**config.mk**
```make
export PLATFORM = sky130hd
export DESIGN_NAME = bf16_mul_sched
export DESIGN_NICKNAME = d
export VERILOG_FILES = /design/src/rtl/bf16_mul_sched.sv
export SDC_FILE = /design/constraint.sdc
export NUM_CORES = 1
export LEC_CHECK = 0
export BUFFER_PORTS_ARGS = -buffer_cell sky130_fd_sc_hd__buf_2
export CAP_MARGIN = 20
export CORE_MARGIN = 10
export CORE_UTILIZATION = 47
export DETAILED_ROUTE_END_ITERATION = 10
export PLACE_DENSITY = 0.79
export SYNTH_ARGS = -nofsm -noshare
export SYNTH_HDL_FRONTEND = slang
export SYNTH_SLANG_ARGS = --single-unit
```
**constraint.sdc**
```tcl
create_clock -name clk -period 1.74 [get_ports clk]
set_input_delay 0.087 -clock clk [delete_from_list [all_inputs] [get_ports clk]]
set_output_delay 0.087 -clock clk [all_outputs]
set_load 0.02 [all_outputs]
```
**src/rtl/bf16_mul_sched.sv**
```systemverilog
// Purpose: arbitrates two bfloat16 requesters onto one shared multiplier and returns each result to its owner.
// Latency: accept at edge E0 -> mul_go in C1 -> mul_res sampled end of C(1+LAT) -> rsp valid from C(2+LAT).
// Backpressure: a requester stays busy (not grantable) until its held response is consumed via rspi_ready.
// Optional feature: define BF16_SCHED_STATS_EN to add saturating per-requester accept counters cnt0/cnt1.
module bf16_mul_sched #(
  parameter int LAT = 2
) (
  input  logic        clk,
  input  logic        rst_n,
  input  logic        req0_valid,
  input  logic        req1_valid,
  output logic        req0_ready,
  output logic        req1_ready,
  input  logic [15:0] req0_a,
  input  logic [15:0] req0_b,
  input  logic [15:0] req1_a,
  input  logic [15:0] req1_b,
  output logic [15:0] mul_a,
  output logic [15:0] mul_b,
  output logic        mul_go,
  input  logic [15:0] mul_res,
  output logic        rsp0_valid,
  output logic        rsp1_valid,
  output logic [15:0] rsp0_data,
  output logic [15:0] rsp1_data,
  input  logic        rsp0_ready,
  input  logic        rsp1_ready
`ifdef BF16_SCHED_STATS_EN
  ,
  output logic [15:0] cnt0,
  output logic [15:0] cnt1
`endif
);

  logic           busy0, busy1;
  logic           last_id;      // requester served most recently
  logic           go_id;        // requester owning the op on mul_a/mul_b
  logic           elig0, elig1;
  logic           gnt0, gnt1;
  logic           acc0, acc1;
  logic [LAT-1:0] tag_v;
  logic [LAT-1:0] tag_id;
  logic           cap0, cap1;

  // Round-robin grant from registered busy flags; gated by rst_n so ready is low during reset.
  always_comb begin
    elig0 = req0_valid & ~busy0;
    elig1 = req1_valid & ~busy1;
    gnt0  = 1'b0;
    gnt1  = 1'b0;
    if (elig0 && elig1) begin
      if (last_id) gnt0 = 1'b1;
      else         gnt1 = 1'b1;
    end else begin
      gnt0 = elig0;
      gnt1 = elig1;
    end
    gnt0 = gnt0 & rst_n;
    gnt1 = gnt1 & rst_n;
  end

  assign req0_ready = gnt0;
  assign req1_ready = gnt1;
  assign acc0       = req0_valid & gnt0;
  assign acc1       = req1_valid & gnt1;

  // Result capture when the tag pipeline's last stage says that requester's op is on mul_res.
  assign cap0 = tag_v[LAT-1] & ~tag_id[LAT-1];
  assign cap1 = tag_v[LAT-1] &  tag_id[LAT-1];

  // Issue stage: register operands and a one-cycle go strobe on accept; operands hold otherwise.
  always_ff @(posedge clk or negedge rst_n) begin
    if (!rst_n) begin
      mul_a   <= 16'h0000;
      mul_b   <= 16'h0000;
      mul_go  <= 1'b0;
      go_id   <= 1'b0;
      last_id <= 1'b1;
    end else begin
      mul_go <= acc0 | acc1;
      if (acc0) begin
        mul_a   <= req0_a;
        mul_b   <= req0_b;
        go_id   <= 1'b0;
        last_id <= 1'b0;
      end else if (acc1) begin
        mul_a   <= req1_a;
        mul_b   <= req1_b;
        go_id   <= 1'b1;
        last_id <= 1'b1;
      end
    end
  end

  // Tag shift pipeline: stage k is valid in cycle C(2+k), so stage LAT-1 aligns with mul_res.
  always_ff @(posedge clk or negedge rst_n) begin
    if (!rst_n) begin
      tag_v  <= '0;
      tag_id <= '0;
    end else begin
      tag_v[0]  <= mul_go;
      tag_id[0] <= go_id;
      for (int k = 1; k < LAT; k++) begin
        tag_v[k]  <= tag_v[k-1];
        tag_id[k] <= tag_id[k-1];
      end
    end
  end

  // Busy flags: set on accept, cleared when the held response is consumed.
  always_ff @(posedge clk or negedge rst_n) begin
    if (!rst_n) begin
      busy0 <= 1'b0;
      busy1 <= 1'b0;
    end else begin
      if (acc0)                          busy0 <= 1'b1;
      else if (rsp0_valid && rsp0_ready) busy0 <= 1'b0;
      if (acc1)                          busy1 <= 1'b1;
      else if (rsp1_valid && rsp1_ready) busy1 <= 1'b0;
    end
  end

  // Response holding registers; busy guarantees capture and consume never coincide per requester.
  always_ff @(posedge clk or negedge rst_n) begin
    if (!rst_n) begin
      rsp0_valid <= 1'b0;
      rsp1_valid <= 1'b0;
      rsp0_data  <= 16'h0000;
      rsp1_data  <= 16'h0000;
    end else begin
      if (cap0) begin
        rsp0_valid <= 1'b1;
        rsp0_data  <= mul_res;
      end else if (rsp0_valid && rsp0_ready) begin
        rsp0_valid <= 1'b0;
      end
      if (cap1) begin
        rsp1_valid <= 1'b1;
        rsp1_data  <= mul_res;
      end else if (rsp1_valid && rsp1_ready) begin
        rsp1_valid <= 1'b0;
      end
    end
  end

`ifdef BF16_SCHED_STATS_EN
  // Saturating accept counters per requester.
  always_ff @(posedge clk or negedge rst_n) begin
    if (!rst_n) begin
      cnt0 <= 16'h0000;
      cnt1 <= 16'h0000;
    end else begin
      if (acc0 && (cnt0 != 16'hFFFF)) cnt0 <= cnt0 + 16'h0001;
      if (acc1 && (cnt1 != 16'hFFFF)) cnt1 <= cnt1 + 16'h0001;
    end
  end
`endif

endmodule
```
==> impl_metrics.py <==
metrics = {
    "global_route": {
        "grt_antenna_before_repair": 1,
        "first_global_vias": 3687,
        "wire_length_of_the_first_global_routing_pass_um": 18900,
        "grt_max_degree": 46,
        "grt_remaining_overflow": 0,
        "grt.total_usage_pct": 18.2,
    },
    "synthesis": {
        "leading_post_synthesis_cells_by_cell_area": "sky130_fd_sc_hd__dfrtp_1, sky130_fd_sc_hd__a221oi_2, sky130_fd_sc_hd__mux2_2",
        "synth-edff-count": 0,
        "synth-seq-area-share_pct": 47.9,
        "synth_top_cells_by_count": "sky130_fd_sc_hd__dfrtp_1, sky130_fd_sc_hd__and4b_1, sky130_fd_sc_hd__mux2_2, sky130_fd_sc_hd__o21ai_0, sky130_fd_sc_hd__a221oi_2",
        "synth_top_cell_by_area": "sky130_fd_sc_hd__dfrtp_1",
        "synth-async-reset-ratio_pct": 100,
        "netlist_instances": 294,
        "syn_nets": 380,
        "syn_area_um2": 3920,
        "synthFlopType": "sky130_fd_sc_hd__dfrtp_1",
        "synth-seq-cells": 75,
        "average_size_of_a_mapped_cell_um2": 13.3,
        "most_frequent_cell_after_synthesis": "sky130_fd_sc_hd__dfrtp_1",
        "synth-warning-count": 0,
        "synthDominantCellAreaShare_pct": 47.2,
        "synth_cell_type_count": 28,
    },
    "floorplanning": {
        "core_area_um2": 8180,
        "die-area_um2": 12400,
        "placementRows": 33,
        "chipHeight_um": 111,
        "start_util_pct": 47.9,
        "die_x_um": 111,
        "design.portCount": 155,
    },
    "pwr": {
        "vdd_drop_max_mv": 0.764,
        "pwr_density_cell_nw_per_um2": 1650,
        "leakage_nw": 2.51,
    },
    "timing": {
        "setup_viol_count_final": 0,
        "max_slew_margin_pct": 63.9,
        "finalHoldViolations": 0,
        "worst_slew_pin_slew_ns": 0.541,
        "rsz_0062_raised_after_global_routing": "no",
        "finClkSkew_ns": 0.0123,
        "fmaxAchievable_mhz": 598,
        "timing.final.max_slew_violations": 0,
        "setup_tns_ns": 0,
        "layout_min_cycle_time_ns": 1.67,
        "period_share_pct": 96.2,
    },
    "routing": {
        "post-route-drc-count": 0,
        "vias": 3315,
        "avgViaCountPerCell": 5.56,
        "wl_per_cell_um": 19.5,
        "drt_wl_total_um": 11600,
        "final_antenna_net_count": 0,
        "drt_iter0_drc": 206,
        "drt_pre_antenna_iters": 4,
    },
    "critical_path": {
        "critical_path.endpoint_type": "output port",
        "critical_path.cell_chain": "nand2b_2 > buf_6 > o21ba_2 > buf_2",
        "worstPathArrival_ns": 1.59,
        "critical-path-slowest-cell": "sky130_fd_sc_hd__dfrtp_1",
        "crit_required_ns": 1.65,
        "worst_path_dominant_cell_family": "flip-flops",
        "worstSetupPathType": "register to output port",
        "timing.critical_path.from_type": "register",
        "cpPeakStageDelay_ns": 0.40,
        "critical_path_maximum_fanout": 18,
        "critical_path.n_buffers_inverters": 2,
    },
    "clock_tree": {
        "cts_buffers": 9,
        "cts_root_buf": "sky130_fd_sc_hd__clkbuf_8",
        "worst_skew_pair.late_latency_ns": 0.36,
        "numClockSinks": 75,
        "clkSlewWorstSetupHoldPaths_ns": 0.09,
        "cts_tree": "yes",
        "cts-htree-levels": 3,
        "clock_tree.buffer_depth": 2,
    },
    "place": {
        "placed_wire_length_estimate_after_detailed_placement_um": 8150,
        "dpl-instance-area_um2": 4900,
        "routability_cong": 0.809,
        "buffer_ports.inserted": 154,
    },
    "status": {
        "run_status": "finished clean",
    },
    "layout": {
        "total_of_fill_cells_in_the_finished_design": 595,
        "final_std_cell_area_no_fill_um2": 5510,
        "final_layout_size_suffix_gt1_share_pct": 59.0,
        "area_growth_pct": 40.6,
        "layout.nets": 571,
    },
    "job": {
        "max-cap-violations": 0,
    },
    "hold_path": {
        "holdCritPathClass": "primary input to register",
    },
}
[cell families (layout without fill, tap and decap cells)]
kind of cell           count (synthesis)  in the layout  synth area share, %
other                                  0              1                    0
buffers and inverters                 40            236                 5.04
AOI/OAI and AO/OA                    104            104                 27.9
DFF                                   75             75                 47.9
muxes                                 32             32                 9.19
and+or+nand+nor                       43             43                 9.96
[layout by cell type, fill, tap and decap left out, drive strengths merged, types with 3 or more instances in the layout]
cell,n
dlygate4sd3,35
a21o,3
a221oi,32
mux2,32
and4b,32
clkbuf,10
inv,8
dfrtp,74
o21ai,33
buf,180
nand2,3
a2bb2oi,32
[repair_timing]
| action | in CTS | in global routing |
|---|---|---|
| gates resized for setup | 4 | 4 |
| buffers inserted | 2 | 1 |
| hold endpoints to repair | 80 | 0 |
| pin swaps | 1 | 1 |
| gates cloned | 0 | 1 |
| setup endpoints to repair | 2 | 3 |
| hold buffers | 35 | 0 |
[where the power goes]
part | leakage [nW] | switching [mW] | total, mW | internal, mW
registers | 0.862 | 0.503 | 3.10 | 2.60
logic | 1.56 | 2.55 | 4.69 | 2.14
clock network | 0.0929 | 0.732 | 1.28 | 0.546
total | 2.51 | 3.78 | 9.07 | 5.29
[flip-flops by register name, summed over array words and instances (netlist names)]
| register | count |
|---|---|
| rsp0_valid | 1 |
| last_id | 1 |
| tag_id | 2 |
| mul_b | 16 |
| rsp0_data | 16 |
| go_id | 1 |
| tag_v | 2 |
| busy0 | 1 |
| mul_go | 1 |
| mul_a | 16 |
| busy1 | 1 |
| rsp1_data | 16 |
| rsp1_valid | 1 |
[stage by stage]
| stage | setup slack (ns) | instances | utilization (%) | total power [mW] | hold WS [ns] |
|---|---|---|---|---|---|
| 6_report | 0.0666 | 596 | 67.4 | 9.07 | 0.0110 |
| 3_3_place_gp | 0.164 | 540 | 59.9 | 7.57 | -0.0450 |
| 4_1_cts | 0.0239 | 593 | 66.7 | 9.09 | 0.00369 |
| 2_1_floorplan | 0.283 | 294 | - | 6.12 | -0.209 |
| 5_1_grt | 0.00356 | 596 | 67.4 | 9.63 | 0.0133 |
| 3_5_place_dp | 0.0984 | 540 | 59.9 | 7.72 | -0.0461 |
[layer usage]
layer,global-route usage [%],vias up,routed length (um)
li1,-,1552,-
met1,21.7,1610,4710
met2,30.1,133,5770
met3,5.68,20,910
met4,6.60,0,201
met5,0,-,0
[worst reg2reg max path: stages (launching register included)]
cell and delay, ns:
sky130_fd_sc_hd__dfstp_2 0.39, sky130_fd_sc_hd__or3b_2 0.50, sky130_fd_sc_hd__buf_12 0.20, sky130_fd_sc_hd__a221oi_2 0.31, sky130_fd_sc_hd__a2bb2oi_2 0.08
[layout make-up]
type,count,area [um2],area share [%]
inverters,4,15.0,0.272
well taps,105,131,2.38
clock buffers,9,124,2.25
diodes,1,2.50,0.0454
repair buffers,216,1420,25.8
clock inverters,7,58.8,1.07
multi-input cells,179,1880,34.2
flip-flops and latches,75,1880,34.1
[path summary, 6_finish.rpt]
path	slack, ns	startpoint	cells past startpoint	endpoint
worst max-delay path	0.07	busy0$_DFFE_PN0P_	4	req1_ready
worst min-delay path	0.01	req1_a[11]	3	mul_a[11]$_DFFE_PN0P_
worst max register to register	0.13	last_id$_DFFE_PN1P_	4	mul_a[4]$_DFFE_PN0P_
worst min register to register	0.36	tag_v[0]$_DFF_PN0_	0	tag_v[1]$_DFF_PN0_
max in group asynchronous	0.80	rst_n	3	last_id$_DFFE_PN1P_
min in group asynchronous	0.14	rst_n	2	mul_a[1]$_DFFE_PN0P_
Power figures use the tool's default switching activity.
